$ cat config.mk
export PLATFORM = sky130hd
export DESIGN_NAME = instruction_fetch
export DESIGN_NICKNAME = d
export VERILOG_FILES = /design/src/rtl/instruction_fetch_pkg.sv /design/src/rtl/instruction_fetch_if_id_reg.sv /design/src/rtl/instruction_fetch.sv
export SDC_FILE = /design/constraint.sdc
export NUM_CORES = 1
export LEC_CHECK = 0
export BUFFER_PORTS_ARGS = -buffer_cell sky130_fd_sc_hd__buf_4
export CAP_MARGIN = 20
export CORE_ASPECT_RATIO = 0.8
export CORE_MARGIN = 5
export CORE_UTILIZATION = 45
export CTS_BUF_LIST = sky130_fd_sc_hd__clkbuf_2
export DETAILED_ROUTE_END_ITERATION = 16
export GPL_TIMING_DRIVEN = 0
export MAX_ROUTING_LAYER = met4
export PLACE_DENSITY_LB_ADDON = 0.25
export SYNTH_ARGS = -nofsm -noshare
export SYNTH_HDL_FRONTEND = slang
export SYNTH_SLANG_ARGS = --single-unit
$ cat constraint.sdc
create_clock -name clk -period 3.3 [get_ports clk]
set_clock_uncertainty 0.2 [all_clocks]
set_input_delay 0.165 -clock clk [delete_from_list [all_inputs] [get_ports clk]]
set_output_delay 0.165 -clock clk [all_outputs]
set_load 0.02 [all_outputs]
$ cat src/rtl/instruction_fetch_pkg.sv
// Shared constants and types for the instruction fetch stage.
package instruction_fetch_pkg;

    localparam int WORD_WIDTH  = 32;
    localparam int INSTR_BYTES = 4;

    localparam logic [WORD_WIDTH-1:0] NOP_ENCODING     = 32'h0000_0000;
    localparam logic [WORD_WIDTH-1:0] DEFAULT_RESET_PC = 32'h0000_0000;

    typedef enum logic [1:0] {
        RUN,
        HOLD,
        REDIRECT
    } fetch_mode_e;

    typedef struct packed {
        logic [WORD_WIDTH-1:0] pc;
        logic [WORD_WIDTH-1:0] instr;
        logic                  valid;
    } if_id_t;

endpackage

$ cat src/rtl/instruction_fetch_if_id_reg.sv
// Fetch-to-decode pipeline register with load enable and synchronous flush.
module if_id_reg
    import instruction_fetch_pkg::*;
#(
    parameter logic [WORD_WIDTH-1:0] NOP_INSTR = NOP_ENCODING
) (
    input  logic                  clk,
    input  logic                  rst,
    input  logic                  en,
    input  logic                  clr,
    input  logic [WORD_WIDTH-1:0] fetch_pc,
    input  logic [WORD_WIDTH-1:0] fetch_instr,
    input  logic                  fetch_valid,
    output logic [WORD_WIDTH-1:0] pc,
    output logic [WORD_WIDTH-1:0] instr,
    output logic                  valid
);

    // Flush takes precedence over load so a redirect always injects a bubble.
    always_ff @(posedge clk or posedge rst) begin
        if (rst) begin
            pc    <= '0;
            instr <= NOP_INSTR;
            valid <= 1'b0;
        end else if (clr) begin
            pc    <= '0;
            instr <= NOP_INSTR;
            valid <= 1'b0;
        end else if (en) begin
            pc    <= fetch_pc;
            instr <= fetch_instr;
            valid <= fetch_valid;
        end
    end

endmodule

$ cat src/rtl/instruction_fetch.sv
// Instruction fetch stage: PC register, next-PC selection and IF/ID register.
module instruction_fetch
    import instruction_fetch_pkg::*;
#(
    parameter logic [WORD_WIDTH-1:0] RESET_PC  = DEFAULT_RESET_PC,
    parameter logic [WORD_WIDTH-1:0] NOP_INSTR = NOP_ENCODING
) (
    input  logic                  clk,
    input  logic                  rst,
    input  logic                  freeze,
    input  logic                  branch_taken,
    input  logic [WORD_WIDTH-1:0] branch_addr,
    output logic [WORD_WIDTH-1:0] imem_addr,
    input  logic [WORD_WIDTH-1:0] imem_instr,
    output logic [WORD_WIDTH-1:0] pc_out,
    output logic [WORD_WIDTH-1:0] instr_out,
    output logic                  valid_out
);

    fetch_mode_e           mode;
    logic [WORD_WIDTH-1:0] pc;
    logic [WORD_WIDTH-1:0] pc_plus4;
    logic [WORD_WIDTH-1:0] next_pc;
    if_id_t                fetched;

    // A redirect beats a stall: the stalled instruction is on the wrong path.
    always_comb begin
        mode = RUN;
        if (branch_taken) begin
            mode = REDIRECT;
        end else if (freeze) begin
            mode = HOLD;
        end
    end

    assign pc_plus4 = pc + WORD_WIDTH'(INSTR_BYTES);

    always_comb begin
        next_pc = pc;
        unique case (mode)
            RUN:      next_pc = pc_plus4;
            HOLD:     next_pc = pc;
            REDIRECT: next_pc = {branch_addr[WORD_WIDTH-1:2], 2'b00};
            default:  next_pc = pc;
        endcase
    end

    always_ff @(posedge clk or posedge rst) begin
        if (rst) begin
            pc <= {RESET_PC[WORD_WIDTH-1:2], 2'b00};
        end else begin
            pc <= next_pc;
        end
    end

    assign imem_addr = pc;

    assign fetched = '{pc: pc_plus4, instr: imem_instr, valid: 1'b1};

    if_id_reg #(
        .NOP_INSTR (NOP_INSTR)
    ) u_if_id (
        .clk         (clk),
        .rst         (rst),
        .en          (mode == RUN),
        .clr         (mode == REDIRECT),
        .fetch_pc    (fetched.pc),
        .fetch_instr (fetched.instr),
        .fetch_valid (fetched.valid),
        .pc          (pc_out),
        .instr       (instr_out),
        .valid       (valid_out)
    );

endmodule
== After elaboration in Yosys (flattened, before gate mapping) ==
Index checks and enable logic that the tools add are counted.
Word-level totals
  register bits: 97
  input port bits: 68
  word-level logic and storage cells: 17
  output and inout port bits: 97
Cells by class
  multiplexer cells: 9
  reductions and logical operators: 2
  add/subtract/negate cells: 1
  equal/unequal tests: 1
Operator list (count)
  two-way mux 32 bit: 4
  case mux 32 bit (2 select lines): 1
  adder 32 x 3 -> 32 bit (second input constant): 1
  two-way mux 1 bit: 3
  == test 2 bit (second input constant): 1
  logical NOT 2 bit: 1
  two-way mux 2 bit: 1
  nonzero test 2 bit: 1

== Depth between registers and ports, before layout ==
Gate-level depths: netlist (run 1).
  word-level depth: 5
  mapped depth: 7
  depth with buffers taken out: 5

== Hierarchy ==
From an unflattened synthesis (run 1), not the netlist that was laid out.
Second synthesis, totals
  cells, all modules: 512
  area total of the unflattened synthesis: 5066.1 µm²
By module, submodules not included
  if_id_reg: cells an instance 210, seq. area each 1626.6 µm², area each 2671.3 µm², times used 1
  instruction_fetch: cells an instance 302, seq. area each 750.7 µm², area each 2394.8 µm², times used 1

== Worst setup path after synthesis (run 1) ==
OpenSTA, ideal clock, no wires.
  kind: register to register
  start: register pc[2], in the netlist imem_addr[2]
  end: register u_if_id.pc[22]
  arrival time: 2284 ps
  setup time: 99 ps
  period minus slack after synthesis: 2584 ps
  path buffers: 1
  data required time: 3001 ps
  path slack: 716 ps
  cell stages (with the launch flop): 7
  cells stage by stage: dfrtp_1 ha_1 nand3_2 or4_1 clkbuf_1 or3_1 a311oi_1
Between the ends
  longest elaborated chain between the ends: 3
Ends and longest elaborated chain
  start, declared: line instruction_fetch.sv:21  | logic [WORD_WIDTH-1:0] pc;
  start signal, assigned: line instruction_fetch.sv:50  | pc <= {RESET_PC[WORD_WIDTH-1:2], 2'b00};
  start signal, assigned: line instruction_fetch.sv:52  | pc <= next_pc;
  adder 32 x 3 -> 32 bit: line instruction_fetch.sv:36  | assign pc_plus4 = pc + WORD_WIDTH'(INSTR_BYTES);
  two-way mux 32 bit: line instruction_fetch_if_id_reg.sv:29  | end else if (en) begin
  two-way mux 32 bit: line instruction_fetch_if_id_reg.sv:25  | end else if (clr) begin
  end signal, assigned: line instruction_fetch_if_id_reg.sv:30  | pc <= fetch_pc;
  end, declared: line instruction_fetch_if_id_reg.sv:14  | output logic [WORD_WIDTH-1:0] pc,
Every way passes these cells. The select of a mux whose other input is x is not followed.
A chain may end at the register's enable or synchronous reset.

== Worst setup path after layout (run 1) ==
  start: register pc[15], in the netlist imem_addr[15]
  end: register pc[23], in the netlist imem_addr[23]
Between the ends
  longest elaborated chain between the ends: 2
Ends and longest elaborated chain
  adder 32 x 3 -> 32 bit: line instruction_fetch.sv:36
  case mux 32 bit (2 select lines): line instruction_fetch.sv:40  | unique case (mode)
Every way passes these cells.

==> results of run 1 <==
==> critical path, stage by stage (launching register included) <==
cell and delay (ns):
dfrtp_1 0.43, buf_2 0.24, nand4_1 0.36, or4_1 0.64, clkbuf_1 0.20, or4_1 0.43
nand3_1 0.09, dlygate4sd3_1 0.55
==> cells in the final DEF, fill, tap and decap left out, drive strengths merged, types with 2 or more instances in the layout <==
cell type / instances
o31ai: 10
o21a: 2
o211ai: 4
xor2: 8
nor3: 6
o41ai: 2
nor2: 68
a211oi: 9
and3: 5
nand4b: 4
conb: 2
nand2b: 2
nand4: 14
clkinvlp: 2
nand3: 21
nand2: 40
mux2i: 33
o21ai: 23
nor2b: 3
or4: 15
xnor2: 18
o31a: 4
dfrtp: 94
inv: 11
clkbuf: 43
a311oi: 10
nor4: 13
or3: 7
and4: 4
a21oi: 7
a221oi: 2
buf: 173
o311ai: 2
bufinv: 2
dlygate4sd3: 69
a31oi: 7
==> cell usage after synthesis (all sizes together) (3+ instances only) <==
master  count  area, um2
dfrtp      94       2350
nor2       68        255
nand2      40        150
clkbuf     33        125
mux2i      33        330
o21ai      23        115
nand3      21        110
xnor2      18        158
or4        15        113
buf        14       81.3
nand4      14        103
nor4       13       81.3
a311oi     10       87.6
o31ai      10       75.1
a211oi      9       67.6
inv         9       33.8
xor2        8       70.1
a21oi       7       35.0
a31oi       7       43.8
or3         7       43.8
nor3        6       30.0
and3        5       31.3
and4        4       35.0
nand4b      4       35.0
o211ai      4       30.0
o31a        4       35.0
nor2b       3       18.8
==> how the worst min path moves through the flow <==
stage	startpoint	end	cells past startpoint
floorplan	branch_addr[16]	imem_addr[16]$_DFFE_PP0P_	2
global placement	branch_addr[28]	imem_addr[28]$_DFFE_PP0P_	3
detailed placement	rst	u_if_id.instr[27]$_DFFE_PP0P_	2
CTS	freeze	imem_addr[17]$_DFFE_PP0P_	5
global route	freeze	imem_addr[17]$_DFFE_PP0P_	5
finish	freeze	imem_addr[17]$_DFFE_PP0P_	5
==> state kept, by name, indices dropped and copies added, names as in the netlist <==
signal and cells:
u_if_id.valid 1, u_if_id.instr 32, imem_addr 30, u_if_id.pc 31
==> cells by family (layout without fill, tap and decap cells) <==
family	after synthesis	after routing	synth area share [%]
xor+xnor	26	26	4.69
compound gates	89	89	12.7
fa+ha+maj	1	1	0.257
flops	94	94	48.4
other cells	1	2	0.0772
simple gates	208	208	22.0
mux	33	33	6.80
buf+inv	57	301	5.02
==> metrics by stage <==
stage          utilization (%)  total power [mW]  setup TNS (ns)
6_report                  66.2              2.74               0
5_1_grt                   66.2              2.87               0
4_1_cts                   66.2              2.74               0
3_5_place_dp              58.5              2.00               0
3_3_place_gp              58.2              1.98          -61.22
2_1_floorplan                -              1.69               0
==> final cells by class <==
type	instances	area [um2]
Fill cell	894	3620
Sequential cell	94	2350
Multi-Input combinational cell	359	2270
Timing Repair Buffer	229	1910
Buffer	46	203
Tap cell	144	180
Clock inverter	6	92.6
Clock buffer	10	50.0
Inverter	10	40.0
==> where the power goes <==
part           switching (mW)  internal (mW)  total, mW
clock network           0.420          0.259      0.679
registers              0.0951           1.24       1.33
logic                   0.394          0.334      0.728
total                   0.909           1.83       2.74
==> repair_timing <==
action                     4_1_cts  5_1_grt
setup endpoints to repair        0        1
hold buffers                    69        0
hold endpoints to repair       156        0
==> layer usage <==
layer	track usage [%]	vias up	wire, um	part of all wire, %
li1	-	2327	-	-
met1	32.8	2441	6950	40
met2	45.5	263	8240	48
met3	8.44	34	1760	10
met4	7.75	0	328	1.9
met5	-	-	0	0
==> impl_metrics.toml, run 1 <==
[flow_run]
cap_violations = 0

[placement]
io_buffers = 159
post-place-ws_ns = 0.401
dpl.hpwl_um = 11800
gp_congestion = 0.929
postPlaceCellArea_um2 = 6270
dp_cells = 814

[synthesis]
syn_area_um2 = 4860
synth_edf_count = 0
yosysWarnings = 0
synth_seq_area_share_pct = 48.4
synthDistinctLibCells = 53
syn_avg_cell_area_um2 = 9.55
synth_flop_cell = "dfrtp_1"
syn_inst = 509
ys_ff_latch = 94
ys_async_sr_fraction_pct = 100

[layout]
areaGrowthSynthToFinish_pct = 46.0
antennaDiodeCount = 0
post_route_cells_drive_above_1_share_pct = 26.0
fin_nets = 818
final_cells = 898
final_cell_area_um2 = 7100

[global_routing]
gr-usage-all-layers_pct = 27.4
grt_max_degree = 54
grt_pass1_wl_um = 27100
grt_pass1_vias = 5185
antenna_found_initial = 0
globalRoute.totalOverflow = 0

[clock_network]
cts_root_buffer = "clkbuf_2"
cts_tree = "built"
ctsResizeCount = 0
clk_latency_ns = 0.57
clkTransAtPathRegs_ns = 0.27
postCtsSetupBuffers = 0
numCtsBuffers = 9
cts_sinks = 94
htree_num_levels = 3
clk_path_buf_depth = 2

[floorplanning]
ios = 165
die_height_um = 103
start_util_pct = 45.3
die_w_um = 126
core_um2 = 10700
die_area_um2 = 13000
rows = 34

[worst_setup_path]
cp_data_required_time_ns = 3.63
crit_start = "imem_addr[15]$_DFFE_PP0P_"
rrSetupSlack_ns = 0.12
cp-start-kind = "flop"
critical_path_class = "reg2reg"
reg2reg_to = "imem_addr[23]$_DFFE_PP0P_"
rr_worst_depth = 7
crit_path_end_kind = "flop"
arrival_ns = 3.51
r2r_start = "imem_addr[15]$_DFFE_PP0P_"
cp_max_fo = 10
crit_path_end = "imem_addr[23]$_DFFE_PP0P_"

[detailed_routing]
drt_wl_total_um = 17300
detail-route-antenna-nets = 0
drtIter0Drc = 337
wl_per_cell_um = 19.2
via_count = 5065
firstDrtPassIters = 5
viasPerCell = 5.64
drc = 0

[pwr]
pwr_density_cell_nw_per_um2 = 386
vdd_drop_max_mv = 0.293
p_leak_nw = 3.22

[sta]
fmax_mhz = 315
rsz0062_at_grt = "no"
setup-violations-final = 0
worst_pin_slew_ns = 0.755
fin_ws_ns = 0.121
fin_hold_ws_ns = 0.0424
max_slew_margin_pct = 49.2
final-hold-violation-count = 0
slew_violations = 0
finalCritPeriodShare_pct = 96.3
period_minus_slack_ns = 3.18

[hold_path]
hold_class = "in2reg"

[status]
status = "finished, final reports clean"
(Power assumes the default switching activity.)
==> inputs of run 2 (changes only) <==
Clock period 3.3 ns to 3.66 ns, I/O delays scaled along.
==> run 2 against run 1 <==
Net effect:
- clock power shrank 10%
- largest cell class unchanged
- power shrank 10%
- non-clock buffer count shrank 1
- hold slack gained 0.010 ns
==> impl_metrics.toml, run 2 (synthesis results as in run 1) <==
[worst_setup_path]
critPathMaxStageDelay_ns = 0.55
crit_cells = 8
critical-path-top-delay-family = "buffers and inverters"
crit_start = "imem_addr[23]$_DFFE_PP0P_"
arrival_ns = 3.54
cp_data_required_time_ns = 4.00
crit_path_end_kind = "flop"
crit_path_end = "imem_addr[28]$_DFFE_PP0P_"
r2r_start = "imem_addr[23]$_DFFE_PP0P_"
reg2reg_to = "imem_addr[28]$_DFFE_PP0P_"
rrSetupSlack_ns = 0.46
cp-start-kind = "flop"
rr_worst_depth = 8
worst_path_most_repeated_cell = "or4_1"
path_cells = "buf_1, nand4_1, or4_1, clkbuf_1, buf_2, or4_1, nand3_1, dlygate4sd3_1"
cpMaxStageDelayCell = "dlygate4sd3_1"
critical_path_class = "reg2reg"
timing.critical_path.buf_inv = 4
cp_max_fo = 10

[detailed_routing]
drt_wl_total_um = 17300
via_count = 5025
wl_per_cell_um = 19.2
firstDrtPassIters = 5
detail-route-antenna-nets = 0
viasPerCell = 5.60
drtIter0Drc = 306
drc = 0

[sta]
slew_violations = 0
final-hold-violation-count = 0
finalCritPeriodShare_pct = 87.5
fin_ws_ns = 0.459
fmax_mhz = 312
rsz0062_at_grt = "no"
worst_pin_slew_ns = 0.719
period_minus_slack_ns = 3.20
max_slew_margin_pct = 51.7
fin_hold_ws_ns = 0.0523
setup-violations-final = 0

[floorplanning]
ios = 165
die_height_um = 103
start_util_pct = 45.3
rows = 34
core_um2 = 10700
die_area_um2 = 13000
die_w_um = 126

[layout]
largest-register = "u_if_id.instr"
fin_nets = 817
areaGrowthSynthToFinish_pct = 45.7
largest_register_ffs = 32
final-seq-area_um2 = 2350
multi_input_area_um2 = 2270
layout_common_cells = "165 x buf_4, 94 x dfrtp_1, 68 x nor2_1"
nFillCells = 894
post_route_cells_drive_above_1_share_pct = 26.0
utilization_pct = 66.0
antennaDiodeCount = 0
layout_commonest_cell = "buf_4"

[placement]
gp_congestion = 0.929
dpl.hpwl_um = 11800
post-place-ws_ns = 0.761
io_buffers = 159

[global_routing]
globalRoute.totalOverflow = 0
antenna_found_initial = 0
grt_max_degree = 54
grt_pass1_vias = 5188
grt_pass1_wl_um = 27100
gr-usage-all-layers_pct = 27.4

[clock_network]
ctsResizeCount = 0
clk_latency_ns = 0.57
cts_sinks = 94
cts_tree = "built"
postCtsSetupBuffers = 0
clkTransAtPathRegs_ns = 0.26
numCtsBuffers = 9
cts_root_buffer = "clkbuf_2"
clk_path_buf_depth = 2
htree_num_levels = 3
cts_hold_buf = 67

[status]
status = "finished, final reports clean"

[pwr]
p_int_mw = 1.65
clock_power_share_pct = 24.7
p_sw_mw = 0.817
p_sw_share_pct = 33.1
vdd_drop_max_mv = 0.263
p_comb_share_pct = 26.6
power_frac_seq_pct = 48.7
p_leak_nw = 3.21
pwr_density_cell_nw_per_um2 = 348

[hold_path]
hold_class = "in2reg"

[flow_run]
cap_violations = 0
==> run 2: changes by cell type in the layout (fill, tap and decap cells not counted), sizes merged <==
cell         change
buf              +1
dlygate4sd3      -2
==> run 2: per-layer routing <==
layer  vias up  share of wire [%]  track usage, %
met5         -                  0               -
met4         0                1.9            7.75
met3        33                9.8            8.44
met2       247                 48            45.4
met1      2423                 40            32.8
li1       2322                  -               -
==> run 2: metrics by stage <==
stage,total power [mW],instance area (um2),setup TNS [ns],instances
after global placement,1.79,6240,-29.07,813
after global routing,2.58,7080,0,897
after CTS,2.47,7080,0,897
final,2.47,7080,0,897
after floorplan,1.53,4860,0,510
after detailed placement,1.81,6270,0,814
==> run 2: area by class of cell <==
cell class                      count  area share [%]
Sequential cell                    94            33.2
Clock inverter                      6            1.31
Timing Repair Buffer              227            26.7
Clock buffer                       10           0.707
Inverter                           10           0.566
Tap cell                          144            2.55
Multi-Input combinational cell    359            32.0
Buffer                             47            2.92
==> run 2: power groups by stage <==
stage          clock network, mW  logic [mW]  registers (mW)
2_1_floorplan                  0       0.235            1.29
3_3_place_gp                   0       0.578            1.21
3_5_place_dp                   0       0.593            1.21
4_1_cts                    0.620       0.652            1.20
5_1_grt                    0.664       0.709            1.21
6_report                   0.610       0.656            1.20
==> run 2: worst min-delay path by stage <==
stage,start,end,slack (ns),depth (start not counted)
finish,branch_taken,imem_addr[22]$_DFFE_PP0P_,0.05,3
detailed placement,rst,u_if_id.instr[27]$_DFFE_PP0P_,0.08,2
CTS,branch_taken,imem_addr[23]$_DFFE_PP0P_,0.006,3
global route,branch_taken,imem_addr[23]$_DFFE_PP0P_,0.01,3
global placement,branch_addr[28],imem_addr[28]$_DFFE_PP0P_,0.19,3
floorplan,branch_addr[16],imem_addr[16]$_DFFE_PP0P_,0.10,2
==> run 2: worst min-delay path, delay by kind of cell <==
kind / cells / cell delay, ns
buf+inv: 1 / 0.35
simple gates: 2 / 0.29
==> inputs of run 3 (changes only) <==
--- a/config.mk
+++ b/config.mk
@@ -15,4 +15,6 @@
 export GPL_TIMING_DRIVEN = 0
+export HOLD_SLACK_MARGIN = 0.15
 export MAX_ROUTING_LAYER = met4
 export PLACE_DENSITY_LB_ADDON = 0.25
+export RECOVER_POWER = 100
 export SYNTH_ARGS = -nofsm -noshare
==> constraint.sdc (replaced) <==
create_clock -name clk -period 3.66 [get_ports clk]
set_clock_uncertainty 0.2 [all_clocks]
set_input_delay 0 -clock clk [delete_from_list [all_inputs] [get_ports clk]]
set_output_delay 0 -clock clk [all_outputs]
set_load 0.02 [all_outputs]
==> run 3 against run 2 <==
Net effect:
- the run now ends with max-capacitance violations, max-slew violations left
- count of clock-buffer cells in the layout unchanged
- wire length increased by 13%
- global-route usage up 3.5 points
- cell count up 10%
- sequential share of layout area down 2.3 points
- hold slack improved by 0.29 ns
- critical endpoint is now imem_addr[18]$_DFFE_PP0P_
==> impl_metrics.toml, run 3 (synthesis results as in run 1) <==
[detailed_routing]
viasPerCell = 5.68
wl_per_cell_um = 19.7
drtIter0Drc = 399
detail-route-antenna-nets = 0
via_count = 5609
drt_wl_total_um = 19500
firstDrtPassIters = 5
drc = 0

[worst_setup_path]
rrSetupSlack_ns = 0.12
cp_data_required_time_ns = 4.00
cp_max_fo = 10
arrival_ns = 3.88
r2r_start = "imem_addr[2]$_DFFE_PP0P_"
critical_path_class = "reg2reg"
rr_worst_depth = 7
crit_path_end_kind = "flop"
cp-start-kind = "flop"
crit_start = "imem_addr[2]$_DFFE_PP0P_"

[sta]
fin_setup_tns_ns = 0
finalCritPeriodShare_pct = 96.6
worst_pin_slew_ns = 1.98
final-hold-violation-count = 0
fmax_mhz = 283
period_minus_slack_ns = 3.54
fin_hold_ws_ns = 0.345
max_slew_margin_pct = -32.9
slew_violations = 42
fin_ws_ns = 0.124
setup-violations-final = 0
rsz0062_at_grt = "no"

[layout]
areaGrowthSynthToFinish_pct = 56.4
fin_nets = 906
post_route_cells_drive_above_1_share_pct = 11.6
largest_register_ffs = 32
final_cells = 987
largest-register = "u_if_id.instr"
final_cell_area_um2 = 7600
layout_commonest_cell = "dlygate4sd3_1"
layout_common_cells = "156 x dlygate4sd3_1, 130 x clkbuf_1, 94 x dfrtp_1"
nFillCells = 872

[clock_network]
clk_path_buf_depth = 2
clk_latency_ns = 0.59
clkTransAtPathRegs_ns = 0.27
htree_num_levels = 3
cts_root_buffer = "clkbuf_2"
cts_tree = "built"
cts_sinks = 94
numCtsBuffers = 9

[global_routing]
antenna_found_initial = 0
grt_max_degree = 54
gr-usage-all-layers_pct = 30.9
globalRoute.totalOverflow = 0
grt_pass1_vias = 5786
grt_pass1_wl_um = 30400

[hold_path]
worst_hold_path.num_cells = 1
hp-start = "u_if_id.valid$_DFFE_PP0P_"
hold_class = "reg2reg"

[pwr]
vdd_drop_max_mv = 0.270
p_leak_nw = 3.20
pwr_density_cell_nw_per_um2 = 331

[status]
status = "finished, violations left"
violations = "max-capacitance violations, max-slew violations"

[placement]
postPlaceCellArea_um2 = 6270
io_buffers = 159
post-place-ws_ns = 0.761
gp_congestion = 0.929
dp_cells = 814
dpl.hpwl_um = 11800

[floorplanning]
ios = 165
die_area_um2 = 13000
start_util_pct = 45.3
die_w_um = 126
core_um2 = 10700
rows = 34
die_height_um = 103

[flow_run]
cap_violations = 1
[run 3: path summary, 6_finish.rpt]
kind | to
worst max register to register | imem_addr[18]$_DFFE_PP0P_
worst max-delay path | imem_addr[18]$_DFFE_PP0P_
worst min-delay path | u_if_id.valid$_DFFE_PP0P_
max in group asynchronous | u_if_id.pc[10]$_DFFE_PP0P_
worst min register to register | u_if_id.valid$_DFFE_PP0P_
min in group asynchronous | u_if_id.instr[25]$_DFFE_PP0P_
[run 3: per-layer routing]
metal	track usage, %	share of wire, %	up-vias
met5	-	0	-
met4	10.4	2.8	0
met3	9.32	9.7	57
met2	49.9	47	301
met1	37.4	41	2746
li1	-	-	2505
[run 3: area by class of cell]
type / instances / area, um2 / area share (%)
Antenna cell: 1 / 2.50 / 0.0329
Clock buffer: 10 / 50.0 / 0.659
Clock inverter: 6 / 92.6 / 1.22
Multi-Input combinational cell: 359 / 2250 / 29.6
Sequential cell: 94 / 2350 / 31.0
Inverter: 10 / 38.8 / 0.510
Buffer: 47 / 203 / 2.67
Tap cell: 144 / 180 / 2.37
Timing Repair Buffer: 316 / 2430 / 32.0
[run 3: power by group]
part           internal, mW  switching, mW  total [mW]  leakage (nW)
Combinational         0.310          0.383       0.693          1.93
Clock                 0.233          0.390       0.623        0.0792
Sequential             1.12         0.0848        1.20          1.20
Total                  1.66          0.858        2.52          3.20
[run 3: per-stage QoR]
stage                     utilization, %  total power [mW]
after global placement              58.2              1.79
after detailed placement            58.5              1.81
after CTS                           74.3              2.56
final                               70.9              2.52
after floorplan                        -              1.53
after global routing                70.9              2.62
[run 3: repair_timing]
action                                  CTS  global route
resized for setup                         0             0
hold buffers                            156             0
buffers inserted                          0             0
hold endpoints to repair                159             0
endpoints found under the setup margin    0             0
[run 3: critical path, cell delays in order, from the launching register on]
cell	delay, ns
dfrtp_1	0.56
ha_1	0.33
nand3_2	0.26
or4_1	0.69
clkbuf_1	0.27
or4_1	0.46
a31oi_1	0.16
dlygate4sd3_1	0.56
